File: config.mk
export PLATFORM = sky130hd
export DESIGN_NAME = timer_ctrl_flat
export DESIGN_NICKNAME = d
export VERILOG_FILES = /design/src/rtl/timer_ctrl_if.sv /design/src/rtl/timer_ctrl.sv /design/src/flat_wrapper.sv
export SDC_FILE = /design/constraint.sdc
export NUM_CORES = 1
export LEC_CHECK = 0
export BUFFER_PORTS_ARGS = -buffer_cell sky130_fd_sc_hd__clkbuf_2
export CAP_MARGIN = 15
export CORE_UTILIZATION = 40
export CTS_CLUSTER_SIZE = 30
export DETAILED_ROUTE_END_ITERATION = 8
export SKIP_CTS_REPAIR_TIMING = 1
export SLEW_MARGIN = 20
export SYNTH_ARGS = -nofsm -noshare
export SYNTH_HDL_FRONTEND = slang
export SYNTH_SLANG_ARGS = --single-unit
export TNS_END_PERCENT = 5
File: constraint.sdc
create_clock -name clk -period 2.2 [get_ports clk]
set_input_delay 0.22 -clock clk [delete_from_list [all_inputs] [get_ports clk]]
set_output_delay 0.22 -clock clk [all_outputs]
set_load 0.01 [all_outputs]
File: src/rtl/timer_ctrl_if.sv
// Peripheral-bus slave interface for timer_ctrl.
//   master modport: drives sel/we/addr/wdata, receives rdata/rvalid (CPU side)
//   slave  modport: receives sel/we/addr/wdata, drives rdata/rvalid (timer side)
//   sel    slave select          we     1=write, 0=read
//   addr   register index (3b)   wdata  write data (CPU_WIDTH)
//   rdata  registered read data  rvalid 1 cycle after a read access
interface timer_ctrl_if #(
  parameter int CPU_WIDTH = 16
);
  logic                 sel;
  logic                 we;
  logic [2:0]           addr;
  logic [CPU_WIDTH-1:0] wdata;
  logic [CPU_WIDTH-1:0] rdata;
  logic                 rvalid;

  modport master (output sel, we, addr, wdata, input  rdata, rvalid);
  modport slave  (input  sel, we, addr, wdata, output rdata, rvalid);
endinterface

File: src/rtl/timer_ctrl.sv
// Bus-mapped interval timer controller: programmable period, periodic or
// one-shot counting, sticky expiry flag turned into a level interrupt.
// Ports:
//   clk  system clock (posedge)       rst  synchronous reset, active-high
//   bus  timer_ctrl_if.slave (sel, we, addr, wdata, rdata, rvalid)
//   irq  registered level interrupt = PEND & IE
// Registers: 0 CTRL {IE,ONESHOT,EN}, 1 PERIOD, 2 COUNT (ro),
//   3 STATUS {RUNNING(ro), PEND(w1c)}, 4 PRESC (prescaler build only).
// Build option: define TIMER_CTRL_PRESCALER_EN to add the 8-bit prescaler
//   (tick once every PRESC+1 clocks in RUN); otherwise tick every clock.
module timer_ctrl #(
  parameter int CPU_WIDTH = 16
) (
  input  logic         clk,
  input  logic         rst,
  timer_ctrl_if.slave  bus,
  output logic         irq
);

  typedef enum logic [1:0] {IDLE, RUN, DONE} state_t;

  localparam logic [CPU_WIDTH-1:0] ONE = {{(CPU_WIDTH-1){1'b0}}, 1'b1};

  state_t               state;
  logic                 en, oneshot, ie, pend;
  logic [CPU_WIDTH-1:0] period, count;
  logic [CPU_WIDTH-1:0] rmux;
  logic                 rd, wr_ctrl, wr_period, wr_status, stop, tick, expire;

  assign rd        = bus.sel & ~bus.we;
  assign wr_ctrl   = bus.sel & bus.we & (bus.addr == 3'd0);
  assign wr_period = bus.sel & bus.we & (bus.addr == 3'd1);
  assign wr_status = bus.sel & bus.we & (bus.addr == 3'd3);
  // A CTRL write clearing EN takes priority over the tick of the same cycle.
  assign stop      = wr_ctrl & ~bus.wdata[0];
  // Compare against the registered PERIOD: a PERIOD written below COUNT
  // expires on the following tick instead of wrapping.
  assign expire    = tick & ~stop & (count >= period);

`ifdef TIMER_CTRL_PRESCALER_EN
  logic       wr_presc;
  logic [7:0] presc, pcnt;

  assign wr_presc = bus.sel & bus.we & (bus.addr == 3'd4);
  assign tick     = (state == RUN) && (pcnt == presc);

  // Entry to RUN only happens through a CTRL write, so clearing on CTRL
  // writes also covers the clear-on-entry case.
  always_ff @(posedge clk) begin
    if (rst) begin
      presc <= '0;
      pcnt  <= '0;
    end else begin
      if (wr_presc) presc <= bus.wdata[7:0];
      if (wr_ctrl || wr_period || wr_presc) pcnt <= '0;
      else if (state == RUN)                pcnt <= tick ? 8'd0 : pcnt + 8'd1;
    end
  end
`else
  assign tick = (state == RUN);
`endif

  always_comb begin
    rmux = '0;
    case (bus.addr)
      3'd0: rmux[2:0] = {ie, oneshot, en};
      3'd1: rmux      = period;
      3'd2: rmux      = count;
      3'd3: rmux[1:0] = {state == RUN, pend};
`ifdef TIMER_CTRL_PRESCALER_EN
      3'd4: rmux[7:0] = presc;
`endif
      default: rmux = '0;
    endcase
  end

  always_ff @(posedge clk) begin
    if (rst) begin
      state      <= IDLE;
      en         <= 1'b0;
      oneshot    <= 1'b0;
      ie         <= 1'b0;
      pend       <= 1'b0;
      period     <= '0;
      count      <= '0;
      irq        <= 1'b0;
      bus.rdata  <= '0;
      bus.rvalid <= 1'b0;
    end else begin
      bus.rvalid <= rd;
      if (rd) bus.rdata <= rmux;
      irq <= pend & ie;

      if (wr_ctrl) begin
        en      <= bus.wdata[0];
        oneshot <= bus.wdata[1];
        ie      <= bus.wdata[2];
      end
      if (wr_period) period <= bus.wdata;

      // Set wins over a same-cycle write-1-to-clear.
      if (expire)                       pend <= 1'b1;
      else if (wr_status && bus.wdata[0]) pend <= 1'b0;

      case (state)
        IDLE, DONE: begin
          if (wr_ctrl && bus.wdata[0]) begin
            count <= '0;
            state <= RUN;
          end
        end
        RUN: begin
          if (stop) begin
            state <= IDLE;
          end else if (tick) begin
            if (count >= period) begin
              count <= '0;
              if (oneshot) begin
                state <= DONE;
                en    <= 1'b0;  // overrides a same-cycle CTRL write of EN
              end
            end else begin
              count <= count + ONE;
            end
          end
        end
        default: state <= IDLE;
      endcase
    end
  end

endmodule

File: src/flat_wrapper.sv
// flat-port wrapper written by rule: the top's interface ports become plain ports
module timer_ctrl_flat 
#(
  parameter int CPU_WIDTH = 16
)
  (clk, rst, irq, bus_sel, bus_we, bus_addr, bus_wdata, bus_rdata, bus_rvalid);
  timer_ctrl_if #(.CPU_WIDTH(CPU_WIDTH)) bus_i ();
  input  logic clk;
  input  logic rst;
  output logic irq;
  input wire logic [$bits(bus_i.sel)-1:0] bus_sel;
  input wire logic [$bits(bus_i.we)-1:0] bus_we;
  input wire logic [$bits(bus_i.addr)-1:0] bus_addr;
  input wire logic [$bits(bus_i.wdata)-1:0] bus_wdata;
  output wire logic [$bits(bus_i.rdata)-1:0] bus_rdata;
  output wire logic [$bits(bus_i.rvalid)-1:0] bus_rvalid;
  assign bus_i.sel = bus_sel;
  assign bus_i.we = bus_we;
  assign bus_i.addr = bus_addr;
  assign bus_i.wdata = bus_wdata;
  assign bus_rdata = bus_i.rdata;
  assign bus_rvalid = bus_i.rvalid;
  timer_ctrl #(.CPU_WIDTH(CPU_WIDTH)) u_core (.clk(clk), .rst(rst), .bus(bus_i), .irq(irq));
endmodule
==> summary.txt, run 1 <==
STA
  • Fmax: 0.489 GHz
  • Max Clock Skew: 13.3 ps
  • Max-slew headroom: 0.305
  • Slew @ Worst Pin: 1040 ps
  • Hold Violations, Final: 0
  • Ratio of final minimum period to clock period: 0.929
  • Setup TNS: 0 ps
  • Final min period: 2040 ps
  • Final setup violating endpoints: 0
  • Slew Limit Fails: 0
  • RSZ-0062 raised after global routing: no

Die
  • # IOs: 41
  • Row count: 30
  • Placeable Area: 6830 um^2
  • Starting Density: 0.418
  • Die Height: 86.5 um
  • Die footprint: 7490 um^2
  • Die X: 86.5 um

CTS
  • CTS tree: built
  • Worst-path clk slew: 110 ps
  • Clock Tree Root: clkbuf_8
  • Clock tree buffer depth: 2
  • Clock sink count: 56
  • Worst skew pair latency: 320 ps
  • # H-tree levels: 2
  • Num CTS Buffers: 5

Finish
  • Commonest non-fill, non-tap cell in the layout: dfxtp_1
  • Final Cell Area: 3360 um^2
  • Layout cells sized above 1: 0.212
  • Final nets: 421
  • # fillers: 669
  • Antenna cell count: 0
  • Synth-to-layout area growth: 17.5%
  • Most frequent cells in the layout: dfxtp_1 (56), nand2_1 (45), clkbuf_2 (40)

Setup path
  • CP peak stage delay: 480 ps
  • Crit path kind: register to register
  • R2R setup slack: 160 ps
  • CP Cell Sequence: inv_1, ha_1, o21a_1, o21ai_0, a2111oi_2, a21oi_2, buf_4, a22oi_1, nor2_1
  • Max FO, Critical Path: 9
  • Critical Path AT: 2240 ps
  • Setup crit start kind: register
  • Critical Path RT: 2400 ps
  • CP max-delay cell: a2111oi_2
  • Critical path capture point type: register

Synth
  • Yosys cell types: 42
  • Post-synth top area cell: dfxtp_1
  • Ranking of synthesized cells by area: dfxtp_1 (39%), ha_1 (7.4%), nand2_1 (5.9%)
  • EDFF count, synth: 0
  • #FFs+latches synth: 56
  • Yosys warns: 0
  • Syn_nets: 374
  • Synth Cell Area: 2860 um^2
  • Asr flop ratio synth: 0
  • Syn Inst Count: 334
  • Sequential area share after synthesis: 0.392
  • Share of the synthesized area in the top cell type: 0.392
  • Syn avg cell area: 8.56 um^2
  • Synth Flop Type: dfxtp_1

Pwr
  • VDD IR max: 0.000212 V
  • Leakage: 1.34 nW
  • Power density over the cells: 526 nW/um^2

Placement
  • Port Buffers: 40
  • Post-DP HPWL: 5.11 mm
  • Routability cong.: 0.889
  • Placement Cell Area: 3250 um^2

Status
  • Outcome: complete, no violations

Global routing
  • Number of global-route vias before repair: 2357
  • First-pass GRT wire length: 11.7 mm
  • Initial antenna violation count: 0
  • GRT Util Overall: 0.203
  • Overflow left after global routing: 0
  • Largest net degree at the start of global routing: 29

Routing
  • Vias per cell: 5.18
  • Top layer in use: met4
  • Met1 wire length: 3.47 mm
  • Iter 0 DRT Violations: 126
  • Post-route ant nets: 0
  • Met2 wire len: 3.07 mm
  • Via Count: 2478
  • Final wirelength: 6.97 mm
  • Drt pass-1 iters: 4
  • WL met3: 318 um
  • DR DRC count: 0
  • Wirelength per Cell: 14.6 um

Job
  • Max Cap Viol: 0

Min path
  • Worst Hold Class: primary input to register
registers in the layout, summed over array words and instances (netlist names):
register	flops
u_core.state	2
u_core.oneshot	1
u_core.bus.rvalid	1
u_core.en	1
u_core.count	16
u_core.period	16
u_core.bus.rdata	16
u_core.irq	1
u_core.ie	1
u_core.pend	1
layout make-up:
| type | instances | area, um^2 | area share |
|---|---|---|---|
| tap | 96 | 120 | 0.0358 |
| multi-input combinational | 237 | 1580 | 0.469 |
| timing repair buffer | 61 | 370 | 0.110 |
| inverter | 20 | 75.1 | 0.0224 |
| clock buffer | 5 | 68.8 | 0.0205 |
| sequential | 56 | 1120 | 0.334 |
| clock inverter | 3 | 27.5 | 0.00820 |
critical path, delay by kind of cell, from the launching register on:
kind / cells / cell delay [ps]
compound gates: 5 / 980
fa+ha+maj: 1 / 290
buf+inv: 2 / 250
flops: 1 / 360
simple gates: 1 / 60
cells in the mapped netlist, types with 4 or more instances:
cell	n
nor2_1	24
inv_1	20
nand4_1	11
xor2_1	9
nand2b_1	6
nor3_1	12
o21ai_0	9
clkbuf_1	16
a21oi_1	20
nor2b_1	7
o21a_1	5
a22o_1	14
nand2_1	45
and3_1	4
mux2i_1	4
a22oi_1	17
dfxtp_1	56
ha_1	17
logic make-up after synthesis:
group,after synthesis,synth area share
AO/OA/AOI/OAI,81,0.197
buffers and inverters,41,0.0595
flip-flops,56,0.392
XOR/XNOR,11,0.0337
adder cells (fa/ha/maj),17,0.0744
multiplexers,6,0.0298
AND/OR/NAND/NOR,122,0.213
layer usage:
metal  vias up  track usage
li1       1270            -
met1      1142        0.277
met2        55        0.325
met3        11       0.0381
met4         0       0.0606
met5         -            0
through the flow:
stage,utilization,power [W],setup slack (ps),std cells,hold WS [ps]
after global routing,0.492,0.00183,9.83,478,112
after CTS,0.490,0.00178,-45.8,478,100
after detailed placement,0.476,0.00119,-21.7,470,450
after global placement,0.476,0.00118,56.2,470,444
final,0.492,0.00177,157,478,108
after floorplan,-,0.00113,24.0,334,356
where the power goes:
group / switching [W] / internal, W
combinational: 0.0000875 / 0.0000532
sequential: 0.00000466 / 0.00102
clock: 0.000368 / 0.000235
total: 0.000460 / 0.00131
worst paths after layout:
kind	endpoint	depth (start not counted)	startpoint
setup / recovery	u_core.state[0]	9	u_core.period[6]
setup reg to reg	u_core.state[0]	9	u_core.period[6]
hold reg to reg	u_core.irq	2	u_core.pend
hold / removal	u_core.period[11]	3	bus_wdata[11]
Power figures use the tool's default switching activity.
==> run 2: changes to the inputs <==
--- a/config.mk
+++ b/config.mk
@@ -10,6 +10,7 @@
 export CORE_UTILIZATION = 40
 export CTS_CLUSTER_SIZE = 30
 export DETAILED_ROUTE_END_ITERATION = 8
+export PLACE_DENSITY_LB_ADDON = 0.05
 export SKIP_CTS_REPAIR_TIMING = 1
 export SLEW_MARGIN = 20
 export SYNTH_ARGS = -nofsm -noshare
==> summary.txt, run 2 (same netlist as run 1, synthesis figures left out) <==
Status
  • Outcome: complete, no violations

Finish
  • # fillers: 700 (+4.6%)
  • Layout cells sized above 1: 0.219 (+0.00671)
  • Top flop regs: u_core.bus.rdata x16, u_core.count x16, u_core.period x16
  • Seq. cell area: 1120 um^2 (unchanged)
  • Final nets: 424 (+0.71%)
  • Footprint of the multi-input gates: 1580 um^2 (+0.16%)
  • Commonest non-fill, non-tap cell in the layout: dfxtp_1
  • Final Cell Area: 3420 um^2 (+1.7%)
  • Synth-to-layout area growth: 19.5%
  • Antenna cell count: 0 (unchanged)
  • Most frequent cells in the layout: dfxtp_1 (56), nand2_1 (45), clkbuf_2 (40)

Die
  • Starting Density: 0.418 (unchanged)
  • # IOs: 41 (unchanged)
  • Row count: 30 (unchanged)
  • Placeable Area: 6830 um^2 (unchanged)
  • Die footprint: 7490 um^2 (unchanged)
  • Die X: 86.5 um (unchanged)
  • Die Height: 86.5 um (unchanged)

STA
  • Hold Violations, Final: 0 (unchanged)
  • Final min period: 2040 ps (-5.78 ps)
  • Final setup violating endpoints: 0 (unchanged)
  • RSZ-0062 raised after global routing: no
  • Slack of the critical path: 162 ps (+5.78 ps)
  • Max Clock Skew: 6.35 ps (-6.91 ps)
  • Ratio of final minimum period to clock period: 0.926 (-0.00263)
  • Fmax: 0.491 GHz (+0.28%)
  • Max-slew headroom: 0.511 (+0.206)
  • Slew Limit Fails: 0 (unchanged)
  • Final hold slack: 117 ps (+9.41 ps)
  • Slew @ Worst Pin: 733 ps (-306 ps)

Routing
  • Final wirelength: 7.32 mm (+5.1%)
  • Wirelength per Cell: 15.3 um (+4.6%)
  • Iter 0 DRT Violations: 156 (+24%)
  • Post-route ant nets: 0 (unchanged)
  • DR DRC count: 0 (unchanged)
  • Via Count: 2483 (+0.20%)
  • Vias per cell: 5.17 (-0.22%)
  • Drt pass-1 iters: 4 (unchanged)

Setup path
  • R2R Path Start: u_core.count[0]
  • Setup crit start kind: register
  • Critical Path AT: 2270 ps (+30 ps)
  • Crit path kind: register to register
  • CP max-delay cell: a2111oi_0
  • Critical Path RT: 2430 ps (+30 ps)
  • Max FO, Critical Path: 9 (unchanged)
  • CP Cell Sequence: inv_1, ha_1, nand2b_1, a2111oi_0, o21ai_1, a21oi_2, buf_4, nor2_1, a211oi_1
  • Buf/Inv on CP: 2 (unchanged)
  • R2R setup slack: 160 ps (about the same)
  • Family with the most delay on the worst path: compound AO/OA/AOI/OAI gates
  • Critical path capture point type: register
  • Worst setup path start: u_core.count[0]
  • CP peak stage delay: 390 ps (-90 ps)

Min path
  • Hold_sp: bus_wdata[5]
  • Worst Hold Class: primary input to register

CTS
  • Clock Tree Root: clkbuf_8
  • # H-tree levels: 2 (unchanged)
  • Clock sink count: 56 (unchanged)
  • Clock tree buffer depth: 2 (unchanged)
  • CTS tree: built
  • Num CTS Buffers: 5 (unchanged)
  • Worst-path clk slew: 100 ps (about the same)
  • Worst skew pair latency: 310 ps (about the same)

Pwr
  • Total power: 0.00195 W (+10%)
  • Leakage: 1.37 nW (+2.5%)
  • Power density over the cells: 571 nW/um^2 (+8.4%)
  • VDD IR max: 0.000255 V (+20%)

Placement
  • Routability cong.: 0.831 (-6.5%)
  • Pre-CTS setup slack: -107 ps (-85.4 ps)
  • Post-DP HPWL: 5.37 mm (+5.1%)
  • Port Buffers: 40 (unchanged)
  • Placement Cell Area: 3280 um^2 (+0.69%)

Global routing
  • Overflow left after global routing: 0 (unchanged)
  • GRT Util Overall: 0.221 (+0.0179)
  • Largest net degree at the start of global routing: 26 (-10%)
  • Number of global-route vias before repair: 2453 (+4.1%)
  • First-pass GRT wire length: 12.6 mm (+7.8%)
  • Initial antenna violation count: 0 (unchanged)

Job
  • Max Cap Viol: 0 (unchanged)
==> run 2: report_power, final <==
part	total (W)	internal [W]	leakage, nW	switching [W]
sequential	0.00102	0.00102	0.451	0.00000509
clock	0.000783	0.000448	0.0642	0.000334
combinational	0.000141	0.0000545	0.853	0.0000870
total	0.00195	0.00152	1.37	0.000427
==> run 2: cell type report <==
| type | instances | area share |
|---|---|---|
| clock buffer | 5 | 0.0201 |
| clock inverter | 2 | 0.0176 |
| inverter | 20 | 0.0220 |
| multi-input combinational | 237 | 0.462 |
| sequential | 56 | 0.328 |
| tap | 96 | 0.0352 |
| timing repair buffer | 64 | 0.115 |
==> run 2: worst paths after layout <==
path / cells after the start / to
setup / recovery: 9 / u_core.en
hold reg to reg: 2 / u_core.irq
setup reg to reg: 9 / u_core.en
hold / removal: 3 / u_core.period[5]
==> run 2: per-stage QoR <==
step                      utilization  instances  setup TNS (ps)
after detailed placement        0.479        473           -1540
after CTS                       0.498        480           -1650
after floorplan                     -        334               0
final                           0.500        480               0
after global placement          0.479        473            -796
after global routing            0.500        480               0
==> run 2: tightest hold or removal path, stage by stage <==
cell and delay (ps):
clkbuf_2 80, nand2_1 50, a21oi_1 50
==> run 2: metal layers <==
metal,global-route usage,vias up,wire [um]
li1,-,1276,-
met1,0.327,1158,3870
met2,0.334,40,3140
met3,0.0314,9,217
met4,0.0576,0,94
met5,0,-,0
